$ cat config.mk
export PLATFORM = sky130hd
export DESIGN_NAME = smem_store_unit
export DESIGN_NICKNAME = d
export VERILOG_FILES = /design/src/rtl/smem_store_unit.sv
export SDC_FILE = /design/constraint.sdc
export NUM_CORES = 1
export LEC_CHECK = 0
export CAP_MARGIN = 30
export CORE_MARGIN = 2
export CORE_UTILIZATION = 41
export DETAILED_ROUTE_END_ITERATION = 8
export MAX_ROUTING_LAYER = met4
export PLACE_DENSITY = 0.89
export SYNTH_ARGS = -nofsm -noshare
export SYNTH_HDL_FRONTEND = slang
export SYNTH_SLANG_ARGS = --single-unit
$ cat constraint.sdc
create_clock -name clk -period 2.7 [get_ports clk]
set_input_delay 0.27 -clock clk [delete_from_list [all_inputs] [get_ports clk]]
set_output_delay 0.27 -clock clk [all_outputs]
set_load 0.05 [all_outputs]
$ cat src/rtl/smem_store_unit.sv
// MEM-stage store unit: builds big-endian byte lanes, strobes and size for SB/SH/SW,
// flags misaligned stores and runs the req/addr_ok/data_ok write handshake.
module smem_store_unit #(
    parameter int unsigned AW         = 32,
    parameter int unsigned DW         = 32,
    parameter logic [7:0]  SB_CONTROL = 8'h28,
    parameter logic [7:0]  SH_CONTROL = 8'h29,
    parameter logic [7:0]  SW_CONTROL = 8'h2B
) (
    input  logic          clk,
    input  logic          rst,
    input  logic          store_validM,
    input  logic [7:0]    alucontrolM,
    input  logic [AW-1:0] addrM,
    input  logic [DW-1:0] writedataM,
    input  logic          flushM,
    output logic          saddrerrM,
    output logic [AW-1:0] badvaddrM,
    output logic          stall_st,
    output logic          st_done,
    output logic          data_req,
    output logic          data_wr,
    output logic [1:0]    data_size,
    output logic [AW-1:0] data_addr,
    output logic [DW-1:0] data_wdata,
    output logic [3:0]    data_wstrb,
    input  logic          data_addr_ok,
    input  logic          data_data_ok
);

    localparam int unsigned NLANE = 4;

    typedef enum logic [1:0] {
        S_IDLE = 2'd0,
        S_REQ  = 2'd1,
        S_WAIT = 2'd2
    } state_t;

    typedef struct packed {
        logic [1:0]       size;
        logic [AW-1:0]    addr;
        logic [DW-1:0]    wdata;
        logic [NLANE-1:0] wstrb;
    } wr_req_t;

    state_t  state_q, state_d;
    wr_req_t req_q, req_c;
    logic    done_q, done_d;
    logic    load_c;
    logic    stall_c;
    logic    is_sb_c, is_sh_c, is_sw_c, is_store_c;
    logic    misalign_c;
    logic    start_c;

    // Opcode decode and alignment check
    assign is_sb_c    = (alucontrolM == SB_CONTROL);
    assign is_sh_c    = (alucontrolM == SH_CONTROL);
    assign is_sw_c    = (alucontrolM == SW_CONTROL);
    assign is_store_c = is_sb_c | is_sh_c | is_sw_c;
    assign misalign_c = (is_sh_c & addrM[0]) | (is_sw_c & (addrM[1:0] != 2'b00));

    assign saddrerrM  = store_validM & is_store_c & misalign_c & ~flushM;
    assign badvaddrM  = saddrerrM ? addrM : '0;
    assign start_c    = (state_q == S_IDLE) & store_validM & is_store_c & ~misalign_c & ~flushM;

    // Big-endian lane placement: address offset 0 is the most significant byte
    always_comb begin
        req_c.addr  = addrM;
        req_c.size  = 2'd0;
        req_c.wdata = DW'({4{writedataM[7:0]}});
        req_c.wstrb = NLANE'(4'b1000 >> addrM[1:0]);
        if (is_sw_c) begin
            req_c.size  = 2'd2;
            req_c.wdata = writedataM;
            req_c.wstrb = '1;
        end else if (is_sh_c) begin
            req_c.size  = 2'd1;
            req_c.wdata = DW'({2{writedataM[15:0]}});
            req_c.wstrb = addrM[1] ? NLANE'(4'b0011) : NLANE'(4'b1100);
        end
    end

    // Handshake FSM; a write accepted by the bus is always allowed to finish
    always_comb begin
        state_d = state_q;
        done_d  = 1'b0;
        load_c  = 1'b0;
        stall_c = 1'b0;
        unique case (state_q)
            S_IDLE: begin
                if (start_c) begin
                    state_d = S_REQ;
                    load_c  = 1'b1;
                    stall_c = 1'b1;
                end
            end
            S_REQ: begin
                if (data_addr_ok & data_data_ok) begin
                    state_d = S_IDLE;
                    done_d  = 1'b1;
                end else begin
                    stall_c = ~flushM;
                    if (data_addr_ok) begin
                        state_d = S_WAIT;
                    end else if (flushM) begin
                        state_d = S_IDLE;
                    end
                end
            end
            S_WAIT: begin
                if (data_data_ok) begin
                    state_d = S_IDLE;
                    done_d  = 1'b1;
                end else begin
                    stall_c = 1'b1;
                end
            end
            default: begin
                state_d = S_IDLE;
            end
        endcase
        if (rst) begin
            stall_c = start_c;
        end
    end

    always_ff @(posedge clk) begin
        if (rst) begin
            state_q <= S_IDLE;
            done_q  <= 1'b0;
            req_q   <= '0;
        end else begin
            state_q <= state_d;
            done_q  <= done_d;
            if (load_c) begin
                req_q <= req_c;
            end
        end
    end

    assign stall_st   = stall_c;
    assign st_done    = done_q;
    assign data_req   = (state_q == S_REQ);
    assign data_wr    = data_req;
    assign data_size  = req_q.size;
    assign data_addr  = req_q.addr;
    assign data_wdata = req_q.wdata;
    assign data_wstrb = req_q.wstrb;

endmodule

After elaboration in Yosys (flattened, before gate mapping)
Index checks and enable logic that the tools add are counted.
{"block": "op_classes", "eq_ne": 8, "n_shift": 1, "n_mux": 21, "bitwise": 15, "reduce_logical": 3}
{"operator": "two-way mux 36 bit", "count": 2}
{"operator": "two-way mux 32 bit", "count": 1}
{"operator": "equality test 8 x 6 -> 1 bit (second input constant)", "count": 3}
{"operator": "two-way mux 2 bit", "count": 6}
{"operator": "AND 1 bit", "count": 10}
{"operator": "two-way mux 1 bit", "count": 8}
{"operator": "one-hot mux 2 bit (3 select lines)", "count": 1}
{"operator": "two-way mux 4 bit", "count": 1}
{"operator": "!= test 2 bit (second input constant)", "count": 2}
{"operator": "!= test 4 x 2 -> 1 bit (second input constant)", "count": 1}
{"operator": "right shift 4 x 2 -> 4 bit (first input constant)", "count": 1}
{"operator": "bitwise OR 1 bit", "count": 3}
{"operator": "one-hot mux 1 bit (3 select lines)", "count": 1}
{"operator": "AND reduction 3 bit", "count": 1}
{"operator": "equality test 2 x 1 -> 1 bit (second input constant)", "count": 1}
{"operator": "equality test 2 bit (second input constant)", "count": 1}
{"operator": "logical NOT 2 bit", "count": 1}
{"operator": "NOT 1 bit", "count": 2}
{"operator": "one-hot mux 1 bit (2 select lines)", "count": 1}
{"operator": "nonzero test 2 bit", "count": 1}
{"block": "totals", "register_bits": 73, "inputBits": 78, "output_inout_bits": 107, "elab_cells": 54}

Longest topological paths before layout
{"block": "depth", "ltp_word": 9, "depth_mapped": 8}

Least setup slack after synthesis
No wires, ideal clock.
{"block": "synth_timing", "path_type": "register -> output", "start": "register state_q[1]", "end": "output port stall_st", "arrival_ps": 2327, "path_slack_ps": 103, "stages_incl_launch_ff": 7, "path_buffers": 0, "path_cell_list": "dfxtp_1 > inv_1 > ha_1 > nor3b_1 > nor2_1 > nor3_1 > a2bb2oi_1"}
{"element": "start: declaration", "line": "46", "text": "state_t state_q, state_d;"}
{"element": "start signal: assignment", "line": "133", "text": "state_q <= state_d;"}
{"element": "equality test 2 x 1 -> 1 bit"}
{"element": "net data_req", "line": "21", "text": "output logic data_req,"}
{"element": "one-hot mux 1 bit (3 select lines)", "line": "89", "text": "unique case (state_q)"}
{"element": "two-way mux 1 bit", "line": "122", "text": "if (rst) begin"}
{"element": "end: declaration", "line": "19", "text": "output logic stall_st,"}
The timed path passes the listed nets, and every way through them passes these cells.

Worst setup path after layout
{"block": "layout_timing", "start": "input port alucontrolM[0]", "end": "output port badvaddrM[23]"}
{"block": "layout_via", "elab_chain_len": 7}
{"element": "start: declaration", "line": "13", "text": "input logic [7:0] alucontrolM,"}
{"element": "equality test 8 x 6 -> 1 bit, on equally long branches", "line": "56, 57"}
{"element": "bitwise OR 1 bit (2 in series)", "line": "59", "text": "assign is_store_c = is_sb_c | is_sh_c | is_sw_c;"}
{"element": "AND 1 bit", "line": "62", "text": "assign saddrerrM = store_validM & is_store_c & misalign_c & ~flushM;"}
{"element": "AND 1 bit * (2 in series)", "line": "62"}
{"element": "two-way mux 32 bit *", "line": "63", "text": "assign badvaddrM = saddrerrM ? addrM : '0;"}
{"element": "end: declaration", "line": "18", "text": "output logic [AW-1:0] badvaddrM,"}
Mark *: on every way between the ends. The rest lies on a longest branch, timed or not.

==> impl_metrics.toml <==
[run_status]
status = "completed"

[timing]
fin_crit_sh_pct = 90.7
grt_setup_unrepaired = "false"
setup_viol = 0
min_period_ps = 2450
tns_ps = 0
worstMarginPinSlew_ps = 699
max_slew_margin_pct = 53.0
finalWorstSetupSlack_ps = 251
fmax_mhz = 408
skew_ps = 8.03
drv_slew = 0
hold_viol_final = 0

[worst_setup_path]
critPathKind = "primary input to primary output"
worstSetupStartpoint = "alucontrolM[0]"
reg2reg_from = "state_q[1]"
crit_required_ps = 2430
end_kind = "primary output"
r2r_cells = 7
arrival_ps = 2180
cp_max_fo = 33
start_kind = "primary input"

[yosys]
yosysTopAreaCellShare_pct = 45.7
synth_edf_count = 0
ys.flop_type = "dfxtp_1"
synth_cell_types = 39
syn_area_per_cell_um2 = 8.35
synth-async-reset-ratio_pct = 0
ys_seq_area_share_pct = 45.7
synth_xor_xnor_area_share_pct = 0
yosys.area.top_type = "dfxtp_1"
synthSimpleGateAreaFrac_pct = 25.3
yosysWarnings = 0
synth_seq_cells = 73
yosys.area_share.adder_pct = 1.96
synth_area_leaders = "dfxtp_1, nand2_1, a21oi_1, and2_1, a221o_1"
netlist_area_mm2 = 0.00320
synth-compound-area-share_pct = 17.3
synth_mux_area_share_pct = 5.01
synth_top_family_by_area = "simple AND/OR/NAND/NOR gates"
syn_inst = 383
synth_nets = 466

[power_and_ir_drop]
vdd_drop_max_v = 0.000232
leakagePower_nw = 2.14
p_per_area_mw_per_mm2 = 374
report.power.total_mw = 2.12

[placement]
dp_slack_ps = 275
placed_cell_area_mm2 = 0.00547
place.detailed.hpwl_um = 8220
dp.cells = 651
port_buffers = 184
routabilityCongestion = 0.843

[floorplan]
dieArea_mm2 = 0.00852
ios = 185
num_rows = 32
initial_core_util_pct = 41.8
fp.dieH_um = 92.3
core_area_mm2 = 0.00765
die_w_um = 92.3

[clocking]
cts.path.max_buffers = 2
ctsHoldBuffers = 0
clkLatencyLatePin_ps = 330
htreeDepth = 3
root_buffer = "clkbuf_8"
cts.repair.resized = 0
numClockSinks = 73
postCtsSetupBuffers = 0
clk_pin_slew_ps = 70
cts_tree = "done"
cts_buffers = 9

[layout]
final_area_mm2 = 0.00566
stdcell_count = 667
drive_above_1_share_pct = 12.2
antenna-diode-count = 0
syn2layout_area_growth_pct = 77.1
fin_nets = 643

[global_routing]
grt_pass1_wl_um = 16900
grt_remaining_overflow = 0
grt_max_degree = 62
grt_use_total_pct = 25.7
first_global_vias = 3590
grt_antenna_before_repair = 0

[detailed_routing]
wl_um = 10700
antenna_left = 0
dr.first_iter.drc_count = 160
drtPass1Iterations = 4
drc_errors = 0
wl_per_cell_um = 16.0
via_per_inst = 5.19
via_count = 3463

[worst_hold_path]
hp-start = "rst"
min_path_cells = 2
hold_class = "primary input to flip-flop"

[flow_run]
maxCapViolCount = 0
## through the flow
| stage | hold WS [ps] | util (%) |
|---|---|---|
| detailed placement | 446 | 71.5 |
| finish | 386 | 74.1 |
| CTS | 373 | 74.1 |
| global route | 412 | 74.1 |
| global placement | 441 | 71.5 |
| floorplan | 371 | - |
## worst max-delay path: stages
cell and delay [ps]:
clkdlybuf4s50_1 600, nor2b_1 390, nand3_1 120, nor2_1 100
buf_4 290, and2_1 240, buf_12 160
## report_power, final
part	internal (mW)	switching (mW)	total, mW	leakage (nW)
Combinational	0.132	0.105	0.237	1.46
Clock	0.407	0.391	0.799	0.0984
Sequential	1.08	0.00219	1.08	0.588
## kinds of logic (layout without fill, tap and decap cells)
family,count (synthesis),in the layout
muxes,16,16
adders and majority gates,5,5
AOI/OAI and AO/OA,84,84
DFF,73,73
and+or+nand+nor,170,170
buffers and inverters,35,217
## registers in the layout, summed over array words and instances (netlist names)
register,flops
data_addr,32
data_wdata,32
data_wstrb,4
data_size,2
state_q,2
st_done,1
## synth_stat cells (2+ instances only)
library cell and n:
clkbuf_1 17, mux2i_1 16, and2_1 32, nor3b_1 2
a221o_1 16, buf_4 2, nand2_1 90, dfxtp_1 73
o21ai_0 2, a211oi_1 12, nor2_1 25, ha_1 5
buf_2 10, a21oi_1 47, nor2b_1 2, inv_1 5
nand3_1 2, nor3_1 3, nand2b_1 2
## final timing paths
kind / end / slack [ps]
setup / recovery: badvaddrM[23] / 250
hold / removal: data_addr[3] / 390
setup reg to reg: data_addr[9] / 670
hold reg to reg: data_wdata[4] / 450
## area by class of cell
class | count | area, um^2
inverter | 5 | 18.8
multi-input combinational | 275 | 1580
tap | 102 | 128
timing repair buffer | 196 | 2280
clock inverter | 4 | 26.3
sequential | 73 | 1460
clock buffer | 12 | 165
fill | 574 | 1980
## cell usage in the layout, fill, tap and decap left out, types with 3 or more instances in the layout
master             n
a211oi_1          12
a21oi_1           47
a221o_1           16
and2_1            32
buf_12            35
buf_4             11
clkbuf_8          12
clkdlybuf4s50_1  149
dfxtp_1           73
ha_1               5
inv_1              5
mux2i_1           16
nand2_1           90
nor2_1            25
nor3_1             3
## layer usage
metal | vias up | part of all wire, % | routed length [um] | track usage, %
met4 | 0 | 2.3 | 241 | 10.9
met5 | - | 0 | 0 | -
li1 | 1662 | - | - | -
met3 | 19 | 7.8 | 833 | 5.78
met2 | 163 | 51 | 5490 | 45.7
met1 | 1619 | 39 | 4120 | 27.3
(Power assumes the default switching activity.)
